<file path="config.mk">
export PLATFORM = sky130hd
export DESIGN_NAME = mmio_write_ctrl
export DESIGN_NICKNAME = d
export VERILOG_FILES = /design/src/rtl/mmio_pkg.sv /design/src/rtl/mmio_handshake_reg.sv /design/src/rtl/mmio_write_ctrl.sv
export SDC_FILE = /design/constraint.sdc
export NUM_CORES = 1
export LEC_CHECK = 0
export CORE_AREA = 2 2 96 98
export DETAILED_ROUTE_END_ITERATION = 8
export DIE_AREA = 0 0 98 100
export PLACE_DENSITY = 0.66
export SLEW_MARGIN = 40
export SYNTH_ARGS = -nofsm -noshare
export SYNTH_HDL_FRONTEND = slang
export SYNTH_HIERARCHICAL = 1
export SYNTH_SLANG_ARGS = --single-unit
</file>
<file path="constraint.sdc">
create_clock -name clk -period 1.7 [get_ports clk]
set_input_delay 0.51 -clock clk [delete_from_list [all_inputs] [get_ports clk]]
set_output_delay 0.51 -clock clk [all_outputs]
set_load 0.01 [all_outputs]
</file>
<file path="src/rtl/mmio_pkg.sv">
// Shared memory-mapped I/O address map for the store path and the read-data select.
package mmio_pkg;

    localparam logic [16:0] ADDR_KBD   = 17'h100;
    localparam logic [16:0] ADDR_BOMB  = 17'h104;
    localparam logic [16:0] ADDR_ENEMY = 17'h108;
    localparam logic [16:0] ADDR_STAT  = 17'h10C;

    localparam int OVR_BOMB  = 0;
    localparam int OVR_ENEMY = 1;

    typedef enum logic [2:0] {
        HIT_NONE,
        HIT_KBD,
        HIT_BOMB,
        HIT_ENEMY,
        HIT_STAT
    } mmio_hit_t;

    // Exact 17-bit match only, so unaligned addresses near the block fall through to memory.
    function automatic mmio_hit_t mmio_decode(input logic [16:0] addr);
        mmio_hit_t hit;
        hit = HIT_NONE;
        case (addr)
            ADDR_KBD:   hit = HIT_KBD;
            ADDR_BOMB:  hit = HIT_BOMB;
            ADDR_ENEMY: hit = HIT_ENEMY;
            ADDR_STAT:  hit = HIT_STAT;
            default:    hit = HIT_NONE;
        endcase
        return hit;
    endfunction

endpackage

</file>
<file path="src/rtl/mmio_handshake_reg.sv">
// One command channel: data register plus valid flag with store/ack rules and overrun detection.
module mmio_handshake_reg #(
    parameter int N = 32
) (
    input  logic         clk,
    input  logic         reset,
    input  logic         store,
    input  logic         ack,
    input  logic [N-1:0] wd,
    output logic [N-1:0] data,
    output logic         valid,
    output logic         ovr_set
);

    // A store only overruns when the pending word was not consumed in the same cycle.
    assign ovr_set = store && valid && !ack;

    always_ff @(posedge clk or negedge reset) begin
        if (!reset) begin
            data  <= '0;
            valid <= 1'b0;
        end else if (store) begin
            data  <= wd;
            valid <= 1'b1;
        end else if (ack) begin
            valid <= 1'b0;
        end
    end

endmodule

</file>
<file path="src/rtl/mmio_write_ctrl.sv">
// CPU store decoder: routes stores to data memory or MMIO registers, drives command handshakes.
module mmio_write_ctrl
    import mmio_pkg::*;
#(
    parameter int N = 32
) (
    input  logic         clk,
    input  logic         reset,
    input  logic         we,
    input  logic [16:0]  address,
    input  logic [N-1:0] wd,
    output logic         memWe,
    output logic [N-1:0] bombData,
    output logic         bombValid,
    input  logic         bombAck,
    output logic [N-1:0] enemyData,
    output logic         enemyValid,
    input  logic         enemyAck,
    output logic         kbdClear,
    output logic [1:0]   overrun
);

    mmio_hit_t hit;
    logic      kbd_store;
    logic      bomb_store;
    logic      enemy_store;
    logic      stat_store;
    logic [1:0] ovr_set;
    logic [1:0] ovr_clr;

    assign hit         = mmio_decode(address);
    assign kbd_store   = we && (hit == HIT_KBD);
    assign bomb_store  = we && (hit == HIT_BOMB);
    assign enemy_store = we && (hit == HIT_ENEMY);
    assign stat_store  = we && (hit == HIT_STAT);
    assign memWe       = we && (hit == HIT_NONE);

    assign ovr_clr = stat_store ? wd[1:0] : 2'b00;

    mmio_handshake_reg #(.N(N)) u_bomb (
        .clk     (clk),
        .reset   (reset),
        .store   (bomb_store),
        .ack     (bombAck),
        .wd      (wd),
        .data    (bombData),
        .valid   (bombValid),
        .ovr_set (ovr_set[OVR_BOMB])
    );

    mmio_handshake_reg #(.N(N)) u_enemy (
        .clk     (clk),
        .reset   (reset),
        .store   (enemy_store),
        .ack     (enemyAck),
        .wd      (wd),
        .data    (enemyData),
        .valid   (enemyValid),
        .ovr_set (ovr_set[OVR_ENEMY])
    );

    // Set has priority over write-one-to-clear in the same cycle.
    always_ff @(posedge clk or negedge reset) begin
        if (!reset) begin
            kbdClear <= 1'b0;
            overrun  <= 2'b00;
        end else begin
            kbdClear <= kbd_store;
            overrun  <= (overrun & ~ovr_clr) | ovr_set;
        end
    end

endmodule

</file>
==> results of run 1 <==
==> cells in the mapped netlist (3+ instances only) <==
| cell | instances |
|---|---|
| dfrtp_1 | 69 |
| mux2_2 | 8 |
| mux2_4 | 56 |
| buf_12 | 4 |
| nor2_1 | 3 |
==> stage by stage <==
stage	utilization (%)	hold WS, ns	instances	area (sq um)	total power, mW
floorplan	-	0.214	169	3030	1.69
global placement	49.7	0.475	406	4420	1.89
detailed placement	49.7	0.493	406	4420	1.89
CTS	55.4	0.179	444	4920	3.24
global route	54.3	0.195	440	4830	3.33
finish	54.3	0.187	440	4830	3.19
==> routing by layer <==
metal	wire length (um)	share of wire, %	vias up
met5	0	0	-
met4	89	1.2	0
met3	415	5.7	8
met2	3470	48	70
met1	3310	45	979
li1	-	-	921
==> path summary, 6_finish.rpt <==
path                                   end  slack [ns]  cells past startpoint
max                                  memWe       -0.24                      6
min                        u_enemy/data[7]        0.19                      2
max reg2reg                     overrun[1]        0.75                      3
min reg2reg                u_bomb/data[17]        0.51                      1
max in group asynchronous  u_bomb/data[26]        1.23                      2
min in group clk           u_bomb/data[17]        0.51                      1
==> power by group through the flow <==
stage                     Sequential (mW)  Clock (mW)  Combinational (mW)
after floorplan                      1.67           0              0.0180
after global placement               1.67           0               0.220
after detailed placement             1.67           0               0.222
after CTS                            1.64        1.38               0.219
after global routing                 1.64        1.45               0.239
final                                1.64        1.33               0.220
==> state kept, by name (all words and copies together) (netlist names) <==
signal         cells
kbdClear           1
overrun            2
u_bomb/data       32
u_bomb/valid       1
u_enemy/data      32
u_enemy/valid      1
==> worst register-to-register path: stages (launching register included) <==
cell	delay (ns)
dfrtp_1	0.40
and3_4	0.16
nor3b_1	0.19
a21oi_1	0.09
==> layout make-up <==
| type | count | area (sq um) |
|---|---|---|
| clock buffers | 10 | 138 |
| clock inverters | 5 | 61.3 |
| fillers | 771 | 4060 |
| repair buffers | 153 | 1530 |
| flip-flops and latches | 69 | 1730 |
| inverters | 2 | 7.51 |
| well taps | 111 | 139 |
| multi-input cells | 90 | 1230 |
==> cells by family after synthesis <==
family	after synthesis	synth area share, %
compound gates	5	1.08
mux	64	30.8
flops	69	57.2
buf+inv	10	4.64
simple gates	21	6.22
==> repair_timing <==
action                                  in CTS  in global routing
cloned                                       8                  0
endpoints found under the setup margin     138                 69
hold endpoints to repair                     0                  0
pin swaps                                    8                  9
buffers inserted                            15                  2
resized for setup                          153                  8
==> flow_summary.toml, run 1 <==
[placed_design]
dpl.hpwl_um = 4500
place_ws_ns = -0.922
port_buffers = 123
place.gp.congestion = 0.696

[worst_setup_path]
path_class = "in -> out"
crit_chain = "buf_8 -> nor4_4 -> buf_4 -> nand3_2 -> o21a_1 -> buf_2"
cp_data_required_time_ns = 1.19
worstPathMaxFanout = 2
critical_path.startpoint_type = "primary input"
cpPeakStageDelay_ns = 0.27
rr_startpoint = "u_enemy/valid"
startpoint = "address[16]"
setup.worst_path.end_class = "output pin"
cp_top_family = "buffers and inverters"
cp.arrival_ns = 1.43
critPathBufInv = 3
crit_slowest_cell = "nor4_4"

[timing]
finalHoldViolCount = 0
post-route-period-util_pct = 114
tightest_slew_ns = 0.362
finalSetupViolations = 67
rsz0062_at_grt = "true"
skew_ns = 0.00194
setup_tns_ns = -10.51
fin_crit_ns = 1.94
fmaxAchievable_ghz = 0.516
layout_setup_ws_ns = -0.239
slew_headroom_pct = 75.9
slew_viol_final = 0

[global_routing]
busiest_layer = "met2"
grt.total_usage_pct = 15.7
grt_start_max_net_pins = 70
antenna_found_initial = 0
grt_first_pass_wirelength_um = 11900
grt_pass1_vias = 2194
grt-ovfl-total = 0
gr-usage-met1_pct = 21.1
grt_use_met3_pct = 4.25
grt_util_met2_pct = 24.3

[power]
p_clk_share_pct = 41.7
ir_drop_mv = 0.330
switchingPower_mw = 0.709
power_frac_seq_pct = 51.4
switching_share_pct = 22.2
p_int_mw = 2.48
power_density_mw_per_mm2 = 661
comb_power_share_pct = 6.9
leakage_nw = 2.57

[clock_tree]
cts.sink_count = 69
ctsRootBufferMaster = "clkbuf_8"
clk_pin_slew_ns = 0.08
cts_made_buffers = 9
insertion_delay_ns = 0.33
h-tree-depth = 3
clock_path_buffers = 2
cts_tree = "done"
hold_buffers = 0

[floorplan]
die_w_um = 98
start_util_pct = 33.9
rows = 35
ios = 124
fp.dieArea_sq_mm = 0.00980
die-height_um = 100
core_sq_mm = 0.00889

[synth]
synth.distinct_cells = 23
synth_nets = 223
ys_ff_latch = 69
synth_ff_type = "dfrtp_1"
netlist_area_sq_mm = 0.00302
yosysWarnings = 6
synthArstFlopShare_pct = 100
synth_edf_count = 0
synthTopCellsByArea = "dfrtp_1 (57%), mux2_4 (28%), mux2_2 (3.0%)"
syn_inst = 169
avgSynthCellArea_sq_um = 17.9
synth_top_area_share_pct = 57.2
yosys.area.top_type = "dfrtp_1"
synth-seq-area-share_pct = 57.2

[finish]
area_growth_pct = 60.0
mostFrequentLayoutCells = "dlygate4sd2_1 (71), dfrtp_1 (69), mux2_4 (64)"
nNetsFinal = 379
final_common_cell = "dlygate4sd2_1"
drive_gt1_share_pct = 40.1
n_antenna_cell = 0

[worst_hold_path]
hold_class = "in -> async"

[outcome]
violations = "negative setup slack"
outcome = "complete, but fails checks"

[detailed_routing]
drc = 0
vias = 1978
viasPerCell = 4.50
ant_nets = 0
drt-wirelength-per-cell_um = 16.6
totalWireLength_um = 7280
drtIter0Drc = 19
firstDrtPassIters = 4

[job]
drv_cap = 0
No activity file was read; power rests on OpenSTA's default activity.
==> inputs of run 2 (changes only) <==
- ABC_CLOCK_PERIOD_IN_PS: default -> 1700
==> results of run 2 <==
The final DEF is identical to that of run 1; final timing and power are the same.
==> inputs of run 3 (changes only) <==
- ABC_AREA: default -> 1
- CTS_CLUSTER_SIZE: default -> 30
- PLACE_DENSITY: 0.66 -> 0.65
==> run 3 against run 2 <==
The run still ends with negative setup slack left. Synthesized cell count is 98% higher. Critical endpoint unchanged. Combinational power shrank 6%. Power down 5.5%. Critical path type unchanged. Flip-flop and latch count unchanged. Non-clock buffer count fell by 6. Count of clock-buffer cells in the layout is the same. Via count is 33% higher.
==> flow_summary.toml, run 3 <==
[synth]
ys_ff_latch = 69
synth-seq-area-share_pct = 57.7
synth_ff_type = "dfrtp_1"
avgSynthCellArea_sq_um = 8.93
yosysWarnings = 6
netlist_area_sq_mm = 0.00299
synthTopCellsByArea = "dfrtp_1 (58%), nand2_1 (22%), nand2_2 (7.3%)"
post-synth-top-count-cell = "nand2_1"
synthTopCellsByCount = "nand2_1 (175), dfrtp_1 (69), nand2_2 (35)"
syn_inst = 335
synth_top_area_share_pct = 57.7
synthArstFlopShare_pct = 100
yosys.area.top_type = "dfrtp_1"
synth_nets = 389
synth_edf_count = 0
synth.distinct_cells = 15

[outcome]
outcome = "complete, but fails checks"
violations = "negative setup slack"

[timing]
rsz0062_at_grt = "true"
tightest_slew_ns = 0.369
slew_headroom_pct = 75.4
skew_ns = 0.00879
fin_crit_ns = 1.82
fmaxAchievable_ghz = 0.549
post-route-period-util_pct = 107
finalSetupViolations = 58
layout_setup_ws_ns = -0.121
worst_hold_slack_ns = 0.178
slew_viol_final = 0
finalHoldViolCount = 0

[clock_tree]
clk_pin_slew_ns = 0.08
hold_buffers = 0
clock_path_buffers = 2
cts_tree = "done"
h-tree-depth = 3
cts_made_buffers = 9
cts.sink_count = 69
ctsRootBufferMaster = "clkbuf_8"
insertion_delay_ns = 0.33

[worst_setup_path]
worstPathMaxFanout = 3
crit_slowest_cell = "nor2_4"
critPathBufInv = 2
path_class = "in -> out"
cpPeakStageDelay_ns = 0.15
cp_top_family = "simple AND/OR/NAND/NOR gates"
cp.depth = 8
cp_data_required_time_ns = 1.19
startpoint = "address[10]"
critical_path.startpoint_type = "primary input"
rr_endpoint = "overrun[0]"
reg2reg_depth = 4
crit_chain = "buf_2 -> nor2_2 -> nand2_2 -> nor2_4 -> nand3_2 -> nand3_2 -> a21oi_2 -> buf_2"
setup.worst_path.end_class = "output pin"
rrSetupSlack_ns = 1.00
setup.worst_path.end = "memWe"
rr_startpoint = "u_bomb/valid"
cp.arrival_ns = 1.31

[floorplan]
fp.dieArea_sq_mm = 0.00980
die-height_um = 100
start_util_pct = 33.7
ios = 124
rows = 35
core_sq_mm = 0.00889
die_w_um = 98

[placed_design]
place.gp.congestion = 0.836
dpl-instance-area_sq_mm = 0.00435
port_buffers = 123
dpl.hpwl_um = 5230

[global_routing]
grt_first_pass_wirelength_um = 13300
grt_start_max_net_pins = 70
grt.total_usage_pct = 16.8
grt-ovfl-total = 0
grt_pass1_vias = 2690
antenna_found_initial = 0

[worst_hold_path]
hold_class = "in -> async"

[power]
power_density_mw_per_mm2 = 636
ir_drop_mv = 0.397
leakage_nw = 2.74

[finish]
fin_util_pct = 53.3
nNetsFinal = 536
n_antenna_cell = 0
final_common_cell = "nand2_1"
postLayoutCellArea_sq_mm = 0.00474
drive_gt1_share_pct = 26.1
mostFrequentLayoutCells = "nand2_1 (168), dlygate4sd2_1 (71), dfrtp_1 (69)"
top_regs = "u_bomb/data x32, u_enemy/data x32, overrun x2"
area_growth_pct = 58.5

[detailed_routing]
vias = 2638
ant_nets = 0
totalWireLength_um = 8470
firstDrtPassIters = 4
drtIter0Drc = 79
drc = 0
drt-wirelength-per-cell_um = 14.2
viasPerCell = 4.41

[job]
drv_cap = 0
run 3: cell types whose count changed in the layout (fill, tap and decap cells not counted), sizes merged, moves of 3 or more:
cell | before | now
nor4 | 3 | 0
nand3 | 1 | 8
clkinv | 1 | 5
nor3b | 4 | 0
nor2 | 3 | 18
buf | 41 | 35
nand2 | 2 | 210
clkbuf | 11 | 17
clkdlybuf4s15 | 4 | 0
mux2 | 64 | 0
inv | 2 | 15
run 3: routing by layer:
metal  track usage [%]  share of wire (%)
met1              21.4                 44
met2              28.3                 50
met3              4.04                5.1
met4              5.45                1.3
met5                 0                  0
run 3: timing repair:
item | CTS | global route
pin swaps | 18 | 15
gates cloned | 0 | 8
setup endpoints to repair | 138 | 69
buffers inserted | 5 | 5
resized for setup | 138 | 28
run 3: worst min-delay path by stage:
stage,start,to,slack [ns],cells past startpoint
6_report,reset,u_bomb/data[1],0.18,2
5_1_grt,reset,u_enemy/data[3],0.19,2
4_1_cts,reset,u_enemy/data[3],0.18,2
3_5_place_dp,u_enemy/data[9],u_enemy/data[9],0.46,2
3_3_place_gp,u_enemy/data[2],u_enemy/data[2],0.45,2
2_1_floorplan,reset,kbdClear,0.21,0
run 3: where the power goes:
part           switching (mW)  internal (mW)
combinational          0.0918          0.116
sequential           0.000174           1.64
clock                   0.605          0.563
run 3: cells by family (layout without fill, tap and decap cells):
family | after synthesis | in the layout | share of synthesized area [%]
and+or+nand+nor | 238 | 238 | 34.0
DFF | 69 | 69 | 57.7
buffers and inverters | 27 | 179 | 8.16
AOI/OAI and AO/OA | 1 | 1 | 0.167
run 3: layout make-up:
class | count | area (sq um)
flip-flops and latches | 69 | 1730
multi-input cells | 239 | 1110
repair inverters | 3 | 38.8
well taps | 111 | 139
fillers | 840 | 4150
inverters | 13 | 98.8
clock inverters | 6 | 38.8
repair buffers | 147 | 1450
clock buffers | 10 | 138
run 3: through the flow:
stage | TNS, ns | total power [mW] | instances | worst slack, ns
CTS | -0.131 | 3.07 | 586 | -0.131
detailed placement | -60.67 | 1.88 | 565 | -0.915
floorplan | 0 | 1.69 | 335 | 0.00240
finish | -2.37 | 3.02 | 598 | -0.121
global route | -6.67 | 3.16 | 598 | -0.174
global placement | -56.69 | 1.88 | 565 | -0.879
